[src/rtl/asip_img_pkg.sv]
// Shared types and frame geometry for the ASIP frame-memory scan path.
package asip_img_pkg;

  localparam int IMG_WIDTH  = 320;
  localparam int IMG_HEIGHT = 240;
  localparam int COLOR_BITS = 8;
  localparam int X_BITS     = 9;
  localparam int Y_BITS     = 8;

  typedef struct packed {
    logic [COLOR_BITS-1:0] r;
    logic [COLOR_BITS-1:0] g;
    logic [COLOR_BITS-1:0] b;
  } rgb_t;

  typedef enum logic [2:0] {
    IDLE    = 3'd0,
    RD_ADDR = 3'd1,
    RD_WAIT = 3'd2,
    ISSUE   = 3'd3,
    COLLECT = 3'd4,
    WRITE   = 3'd5
  } scan_state_t;

endpackage

[src/rtl/image_scan_ctrl_if.sv]
// Frame-memory read/write ports plus the pixel/result handshakes of the scan sequencer.
interface image_scan_ctrl_if #(
  parameter int CBITS = asip_img_pkg::COLOR_BITS
) ();
  import asip_img_pkg::*;

  logic [X_BITS-1:0] rd_x;
  logic [Y_BITS-1:0] rd_y;
  logic [CBITS-1:0]  rd_r, rd_g, rd_b;

  logic              wr_en;
  logic [X_BITS-1:0] wr_x;
  logic [Y_BITS-1:0] wr_y;
  logic [CBITS-1:0]  wr_r, wr_g, wr_b;

  logic              pix_valid, pix_ready;
  logic [X_BITS-1:0] pix_x;
  logic [Y_BITS-1:0] pix_y;
  logic [CBITS-1:0]  pix_r, pix_g, pix_b;

  logic              res_valid, res_ready;
  logic [CBITS-1:0]  res_r, res_g, res_b;

  modport master (
    output rd_x, rd_y,
    input  rd_r, rd_g, rd_b,
    output wr_en, wr_x, wr_y, wr_r, wr_g, wr_b,
    output pix_valid, pix_x, pix_y, pix_r, pix_g, pix_b,
    input  pix_ready,
    input  res_valid, res_r, res_g, res_b,
    output res_ready
  );

  modport slave (
    input  rd_x, rd_y,
    output rd_r, rd_g, rd_b,
    input  wr_en, wr_x, wr_y, wr_r, wr_g, wr_b,
    input  pix_valid, pix_x, pix_y, pix_r, pix_g, pix_b,
    output pix_ready,
    output res_valid, res_r, res_g, res_b,
    input  res_ready
  );

endinterface

[src/rtl/image_scan_ctrl_raster_counter.sv]
// Row-major x/y pixel counter; wraps x at WIDTH-1 and y at HEIGHT-1.
module raster_counter #(
  parameter int WIDTH  = asip_img_pkg::IMG_WIDTH,
  parameter int HEIGHT = asip_img_pkg::IMG_HEIGHT
) (
  input  logic                           clk,
  input  logic                           rst,
  input  logic                           clear,
  input  logic                           advance,
  output logic [asip_img_pkg::X_BITS-1:0] x,
  output logic [asip_img_pkg::Y_BITS-1:0] y,
  output logic                           last
);
  import asip_img_pkg::*;

  logic [X_BITS-1:0] x_q, x_d;
  logic [Y_BITS-1:0] y_q, y_d;
  logic              x_end, y_end;

  assign x_end = (x_q == X_BITS'(WIDTH - 1));
  assign y_end = (y_q == Y_BITS'(HEIGHT - 1));

  always_comb begin
    x_d = x_q;
    y_d = y_q;
    if (clear) begin
      x_d = '0;
      y_d = '0;
    end else if (advance) begin
      if (x_end) begin
        x_d = '0;
        y_d = y_end ? '0 : y_q + 1'b1;
      end else begin
        x_d = x_q + 1'b1;
      end
    end
  end

  always_ff @(posedge clk or posedge rst) begin
    if (rst) begin
      x_q <= '0;
      y_q <= '0;
    end else begin
      x_q <= x_d;
      y_q <= y_d;
    end
  end

  assign x    = x_q;
  assign y    = y_q;
  assign last = x_end && y_end;

endmodule

[src/rtl/image_scan_ctrl.sv]
// Raster-scan sequencer: read pixel, hand to processing unit, write result back, one pixel in flight.
// IDLE wait start | RD_ADDR drive addr | RD_WAIT latch read | ISSUE offer pixel | COLLECT take result | WRITE write back
module image_scan_ctrl #(
  parameter int WIDTH      = asip_img_pkg::IMG_WIDTH,
  parameter int HEIGHT     = asip_img_pkg::IMG_HEIGHT,
  parameter int COLOR_BITS = asip_img_pkg::COLOR_BITS
) (
  input  logic              clk,
  input  logic              rst,
  input  logic              start,
  input  logic              abort,
  output logic              busy,
  output logic              done,
  image_scan_ctrl_if.master bus
);
  import asip_img_pkg::*;

  typedef struct packed {
    logic [COLOR_BITS-1:0] r;
    logic [COLOR_BITS-1:0] g;
    logic [COLOR_BITS-1:0] b;
  } px_t;

  scan_state_t       state_q, state_d;
  px_t               pix_q, pix_d;
  px_t               res_q, res_d;
  logic              done_q, done_d;
  logic              cnt_clear, cnt_advance, cnt_last;
  logic [X_BITS-1:0] cur_x;
  logic [Y_BITS-1:0] cur_y;

  raster_counter #(
    .WIDTH  (WIDTH),
    .HEIGHT (HEIGHT)
  ) u_cnt (
    .clk     (clk),
    .rst     (rst),
    .clear   (cnt_clear),
    .advance (cnt_advance),
    .x       (cur_x),
    .y       (cur_y),
    .last    (cnt_last)
  );

  always_comb begin
    state_d     = state_q;
    pix_d       = pix_q;
    res_d       = res_q;
    done_d      = 1'b0;
    cnt_clear   = 1'b0;
    cnt_advance = 1'b0;
    case (state_q)
      IDLE: begin
        if (start && !abort) begin
          cnt_clear = 1'b1;
          state_d   = RD_ADDR;
        end
      end
      RD_ADDR: state_d = RD_WAIT;
      RD_WAIT: begin
        pix_d   = '{r: bus.rd_r, g: bus.rd_g, b: bus.rd_b};
        state_d = ISSUE;
      end
      ISSUE: begin
        if (bus.pix_ready) state_d = COLLECT;
      end
      COLLECT: begin
        if (bus.res_valid) begin
          res_d   = '{r: bus.res_r, g: bus.res_g, b: bus.res_b};
          state_d = WRITE;
        end
      end
      WRITE: begin
        if (cnt_last) begin
          done_d  = 1'b1;
          state_d = IDLE;
        end else begin
          cnt_advance = 1'b1;
          state_d     = RD_ADDR;
        end
      end
      default: state_d = IDLE;
    endcase
    // Abort overrides every transition; a write already on the bus this cycle still lands.
    if (abort && state_q != IDLE) begin
      state_d     = IDLE;
      done_d      = 1'b0;
      cnt_advance = 1'b0;
    end
  end

  always_ff @(posedge clk or posedge rst) begin
    if (rst) begin
      state_q <= IDLE;
      pix_q   <= '0;
      res_q   <= '0;
      done_q  <= 1'b0;
    end else begin
      state_q <= state_d;
      pix_q   <= pix_d;
      res_q   <= res_d;
      done_q  <= done_d;
    end
  end

  assign busy = (state_q != IDLE);
  assign done = done_q;

  assign bus.rd_x = busy ? cur_x : '0;
  assign bus.rd_y = busy ? cur_y : '0;

  assign bus.wr_en = (state_q == WRITE);
  assign bus.wr_x  = cur_x;
  assign bus.wr_y  = cur_y;
  assign bus.wr_r  = res_q.r;
  assign bus.wr_g  = res_q.g;
  assign bus.wr_b  = res_q.b;

  assign bus.pix_valid = (state_q == ISSUE);
  assign bus.pix_x     = cur_x;
  assign bus.pix_y     = cur_y;
  assign bus.pix_r     = pix_q.r;
  assign bus.pix_g     = pix_q.g;
  assign bus.pix_b     = pix_q.b;

  assign bus.res_ready = (state_q == COLLECT);

endmodule

[src/flat_wrapper.sv]
// flat-port wrapper written by rule: the top's interface ports become plain ports
module image_scan_ctrl_flat import asip_img_pkg::*;
#(
  parameter int WIDTH      = asip_img_pkg::IMG_WIDTH,
  parameter int HEIGHT     = asip_img_pkg::IMG_HEIGHT,
  parameter int COLOR_BITS = asip_img_pkg::COLOR_BITS
)
  (clk, rst, start, abort, busy, done, bus_rd_x, bus_rd_y, bus_rd_r, bus_rd_g, bus_rd_b, bus_wr_en, bus_wr_x, bus_wr_y, bus_wr_r, bus_wr_g, bus_wr_b, bus_pix_valid, bus_pix_x, bus_pix_y, bus_pix_r, bus_pix_g, bus_pix_b, bus_pix_ready, bus_res_valid, bus_res_r, bus_res_g, bus_res_b, bus_res_ready);
  image_scan_ctrl_if #(.CBITS(8)) bus_i ();
  input  logic clk;
  input  logic rst;
  input  logic start;
  input  logic abort;
  output logic busy;
  output logic done;
  output wire logic [$bits(bus_i.rd_x)-1:0] bus_rd_x;
  output wire logic [$bits(bus_i.rd_y)-1:0] bus_rd_y;
  input wire logic [$bits(bus_i.rd_r)-1:0] bus_rd_r;
  input wire logic [$bits(bus_i.rd_g)-1:0] bus_rd_g;
  input wire logic [$bits(bus_i.rd_b)-1:0] bus_rd_b;
  output wire logic [$bits(bus_i.wr_en)-1:0] bus_wr_en;
  output wire logic [$bits(bus_i.wr_x)-1:0] bus_wr_x;
  output wire logic [$bits(bus_i.wr_y)-1:0] bus_wr_y;
  output wire logic [$bits(bus_i.wr_r)-1:0] bus_wr_r;
  output wire logic [$bits(bus_i.wr_g)-1:0] bus_wr_g;
  output wire logic [$bits(bus_i.wr_b)-1:0] bus_wr_b;
  output wire logic [$bits(bus_i.pix_valid)-1:0] bus_pix_valid;
  output wire logic [$bits(bus_i.pix_x)-1:0] bus_pix_x;
  output wire logic [$bits(bus_i.pix_y)-1:0] bus_pix_y;
  output wire logic [$bits(bus_i.pix_r)-1:0] bus_pix_r;
  output wire logic [$bits(bus_i.pix_g)-1:0] bus_pix_g;
  output wire logic [$bits(bus_i.pix_b)-1:0] bus_pix_b;
  input wire logic [$bits(bus_i.pix_ready)-1:0] bus_pix_ready;
  input wire logic [$bits(bus_i.res_valid)-1:0] bus_res_valid;
  input wire logic [$bits(bus_i.res_r)-1:0] bus_res_r;
  input wire logic [$bits(bus_i.res_g)-1:0] bus_res_g;
  input wire logic [$bits(bus_i.res_b)-1:0] bus_res_b;
  output wire logic [$bits(bus_i.res_ready)-1:0] bus_res_ready;
  assign bus_rd_x = bus_i.rd_x;
  assign bus_rd_y = bus_i.rd_y;
  assign bus_i.rd_r = bus_rd_r;
  assign bus_i.rd_g = bus_rd_g;
  assign bus_i.rd_b = bus_rd_b;
  assign bus_wr_en = bus_i.wr_en;
  assign bus_wr_x = bus_i.wr_x;
  assign bus_wr_y = bus_i.wr_y;
  assign bus_wr_r = bus_i.wr_r;
  assign bus_wr_g = bus_i.wr_g;
  assign bus_wr_b = bus_i.wr_b;
  assign bus_pix_valid = bus_i.pix_valid;
  assign bus_pix_x = bus_i.pix_x;
  assign bus_pix_y = bus_i.pix_y;
  assign bus_pix_r = bus_i.pix_r;
  assign bus_pix_g = bus_i.pix_g;
  assign bus_pix_b = bus_i.pix_b;
  assign bus_i.pix_ready = bus_pix_ready;
  assign bus_i.res_valid = bus_res_valid;
  assign bus_i.res_r = bus_res_r;
  assign bus_i.res_g = bus_res_g;
  assign bus_i.res_b = bus_res_b;
  assign bus_res_ready = bus_i.res_ready;
  image_scan_ctrl #(.WIDTH(WIDTH), .HEIGHT(HEIGHT), .COLOR_BITS(COLOR_BITS)) u_core (.clk(clk), .rst(rst), .start(start), .abort(abort), .busy(busy), .done(done), .bus(bus_i));
endmodule
[config.mk]
export PLATFORM = sky130hd
export DESIGN_NAME = image_scan_ctrl_flat
export DESIGN_NICKNAME = d
export VERILOG_FILES = /design/src/rtl/asip_img_pkg.sv /design/src/rtl/image_scan_ctrl_if.sv /design/src/rtl/image_scan_ctrl_raster_counter.sv /design/src/rtl/image_scan_ctrl.sv /design/src/flat_wrapper.sv
export SDC_FILE = /design/constraint.sdc
export NUM_CORES = 1
export LEC_CHECK = 0
export BUFFER_PORTS_ARGS = -buffer_cell sky130_fd_sc_hd__buf_2
export CAP_MARGIN = 10
export CORE_ASPECT_RATIO = 1.75
export CORE_MARGIN = 2
export CORE_UTILIZATION = 30
export DETAILED_ROUTE_END_ITERATION = 16
export MAX_ROUTING_LAYER = met4
export PLACE_DENSITY = 0.53
export SYNTH_ARGS = -nofsm -noshare
export SYNTH_HDL_FRONTEND = slang
export SYNTH_SLANG_ARGS = --single-unit
[constraint.sdc]
create_clock -name clk -period 6.05 [get_ports clk]
set_input_delay 0.605 -clock clk [delete_from_list [all_inputs] [get_ports clk]]
set_output_delay 0.605 -clock clk [all_outputs]
set_load 0.02 [all_outputs]
==> summary.txt <==
Timing
  – Worst-case clock skew: 0.00552 ns
  – Setup Viol. Count Final: 0
  – RSZ-0062 raised after global routing: false
  – Final period utilization: 45.3%
  – Worst rel slew slack: 28.8%
  – F_max: 365 MHz
  – Total negative slack: 0 ns
  – Final Hold Viols: 0
  – Post-layout min period: 2.74 ns
  – Least-Margin Pin Slew: 1.07 ns
  – Pins over their slew limit: 0

Status
  – Status: finished clean

Power and ir drop
  – Leak Pwr: 0.00227 uW
  – Power per Cell Area: 418 nW/um^2
  – Maximum VDD drop: 0.197 mV
  – Seq pwr share: 37.5%
  – Pint: 1180 uW
  – Logic pwr share: 32.8%
  – Clock Power Share: 29.7%
  – Psw: 632 uW
  – Switch share: 34.8%
  – Power Total: 1810 uW

Setup path
  – Worst EP required: 5.44 ns
  – Critical path class: reg -> out
  – Worst setup EP type: output pin
  – Crit-path cells: nor3_1 > inv_1 > and2_1 > buf_2
  – Slowest cell on crit path: dfrtp_1
  – Critical path's largest stage delay: 0.52 ns
  – Startpoint types: flop
  – Max FO, Critical Path: 18
  – Critical Path AT: 2.14 ns

Synthesis
  – Synth cell types: 38
  – FFs w/ async S/R, synth: 100%
  – Post-synth net total: 330
  – Syn Area/Cell: 11.8 sq um
  – EDFF count, synth: 0
  – Yosys reg bits: 69
  – Synth warn: 0
  – Gate Count Post-Synth: 274
  – Post-synthesis sequential area ratio: 53.2%
  – Dominant synthesized flop cell: dfrtp_1
  – Synth Cell Area: 3240 sq um

Drt
  – ANT nets after route: 0
  – Wire per inst: 15.1 um
  – DR vias/cell: 4.79
  – Met2 wire len: 4680 um
  – Via Count: 2632
  – DRC: 0
  – DR iter-0 viols: 68
  – DR top layer: met4
  – Total wire length: 8280 um
  – Metal-1 WL: 2990 um
  – Drt pass-1 iters: 4
  – Met3 WL post-DR: 363 um

Clock tree
  – Worst-Skew Late Latency: 0.33 ns
  – CTS tree: built
  – Resize count post-CTS: 0
  – Clock sink count: 69
  – Clk slew on worst S/H paths: 0.06 ns
  – H-tree Lvls: 3
  – CTS Buffer Depth: 2
  – Setup repair bufs after CTS: 0
  – Num CTS Buffers: 9
  – Clk root buf: clkbuf_16
  – CTS Hold Bufs: 0

Floorplanning
  – Num rows: 50
  – Die area: 11700 sq um
  – Io pins: 158
  – Die Y: 142 um
  – Die W: 82.6 um
  – Starting Density: 30.5%
  – CORE AREA: 10600 sq um

Placement
  – Dpl cells: 533
  – Number of port buffers: 157
  – Placer Congestion: 0.755
  – Dpl cell area: 4030 sq um
  – DP HPWL: 6180 um

Layout
  – Area Growth Syn to Fin: 33.7%
  – Register area: 1730 sq um
  – Fill count: 1085
  – Post-Layout Cell Count: 550
  – Footprint of the multi-input gates: 1320 sq um
  – Util after Layout: 40.8%
  – # nets final: 470
  – Design area: 4340 sq um
  – Layout cell share with drive strength beyond 1: 54.4%

GRT
  – Antenna violations before repair: 1
  – GRT Overall Usage: 15.3%
  – First-pass GRT wire length: 13200 um
  – Largest net degree at the start of global routing: 70
  – Total gr overflow: 0
  – Vias in the first global route: 2668

Run
  – Max cap viols: 0

Hold path
  – Worst Hold Class: reg -> reg
## placed cells by master (no fill, tap or decap), types with 2 or more instances in the layout
master and n:
nor2_1 10, and2_1 18, inv_1 4, nand3_1 7, buf_4 2, clkbuf_16 9, ha_1 2, o211ai_1 3
and3_1 6, clkinvlp_4 2, a21o_1 2, xor2_1 2, dfrtp_1 69, a21oi_1 12, o31ai_1 7, and4_1 2
o21ai_0 8, nor3_1 3, nand2_1 10, or3_1 5, nand4_1 4, buf_2 157, clkinv_4 2, mux2_2 48
or4_1 6
## power groups by stage
stage	registers, uW	clock network (uW)	logic [uW]
after floorplan	835	0	243
after global placement	683	0	600
after detailed placement	689	0	605
after CTS	681	555	606
after global routing	701	575	637
final	680	538	595
## Yosys cell counts (all sizes together), types with 2 or more instances
library cell	instances	area share [%]
and4	2	0.54
inv	5	0.58
and2	18	3.5
nand2	10	1.2
o21ai	9	1.4
xor2	2	0.54
buf	20	4.6
nor3b	2	0.46
o31ai	7	1.6
a21o	2	0.46
ha	2	0.77
clkbuf	10	1.2
nand3	7	1.1
and3	6	1.2
a21oi	12	1.9
nor2	10	1.2
mux2	48	17
dfrtp	69	53
nand4	4	0.77
o211ai	3	0.69
or4	6	1.4
nor3	3	0.46
or3	5	0.96
## registers in the layout (all words and copies together), names as in the netlist
| signal | count |
|---|---|
| u_core.u_cnt.x | 9 |
| u_core.state_q | 3 |
| u_core.u_cnt.y | 8 |
| u_core.bus.pix_b | 8 |
| u_core.bus.wr_r | 8 |
| u_core.bus.pix_g | 8 |
| u_core.bus.pix_r | 8 |
| u_core.bus.wr_g | 8 |
| u_core.bus.wr_b | 8 |
| u_core.done | 1 |
## layer usage
metal	global-route usage [%]	up-vias
li1	-	1249
met1	16.0	1281
met2	26.1	84
met3	3.18	18
met4	8.37	0
met5	-	-
## worst max-delay path, delay by kind of cell, from the launching register on
family	cells	cell delay, ns
buffers and inverters	2	0.51
flip-flops	1	0.52
AND/OR/NAND/NOR	2	0.77
## metrics by stage
| step | worst slack [ns] | hold WS (ns) |
|---|---|---|
| 6_report | 3.31 | 0.500 |
| 5_1_grt | 3.13 | 0.487 |
| 4_1_cts | 3.27 | 0.486 |
| 3_5_place_dp | 3.37 | 0.490 |
| 3_3_place_gp | 3.41 | 0.486 |
| 2_1_floorplan | 3.71 | 0.636 |
## logic make-up (layout without fill, tap and decap cells)
logic type               Yosys count  after routing  synth area share, %
AND/OR/NAND/NOR                   82             82                 15.6
flip-flops                        69             69                 53.2
multiplexers                      48             48                 16.7
AO/OA/AOI/OAI                     36             36                 6.86
buffers and inverters             35            180                 6.32
adder cells (fa/ha/maj)            2              2                0.771
XOR/XNOR                           2              2                0.540
other                              0              1                    0
## cell type report
type                       count  area share (%)
sequential                    69            39.8
multi-input combinational    170            30.4
timing repair buffer         159            18.5
clock buffer                  10            5.51
tap                          130            3.75
clock inverter                 6            1.64
inverter                       5           0.433
antenna                        1          0.0577
## path summary, 6_finish.rpt
path | startpoint | end | slack [ns] | cells after the start
setup / recovery | u_core.state_q[2] | bus_rd_x[3] | 3.31 | 4
hold / removal | u_core.bus.wr_r[4] | u_core.bus.wr_r[4] | 0.50 | 1
setup reg to reg | u_core.u_cnt.x[0] | u_core.u_cnt.x[7] | 3.56 | 5
hold reg to reg | u_core.bus.wr_r[4] | u_core.bus.wr_r[4] | 0.50 | 1
max in group asynchronous | rst | u_core.u_cnt.x[6] | 4.94 | 3
min in group asynchronous | rst | u_core.bus.wr_r[2] | 0.54 | 3
(Power assumes the default switching activity.)
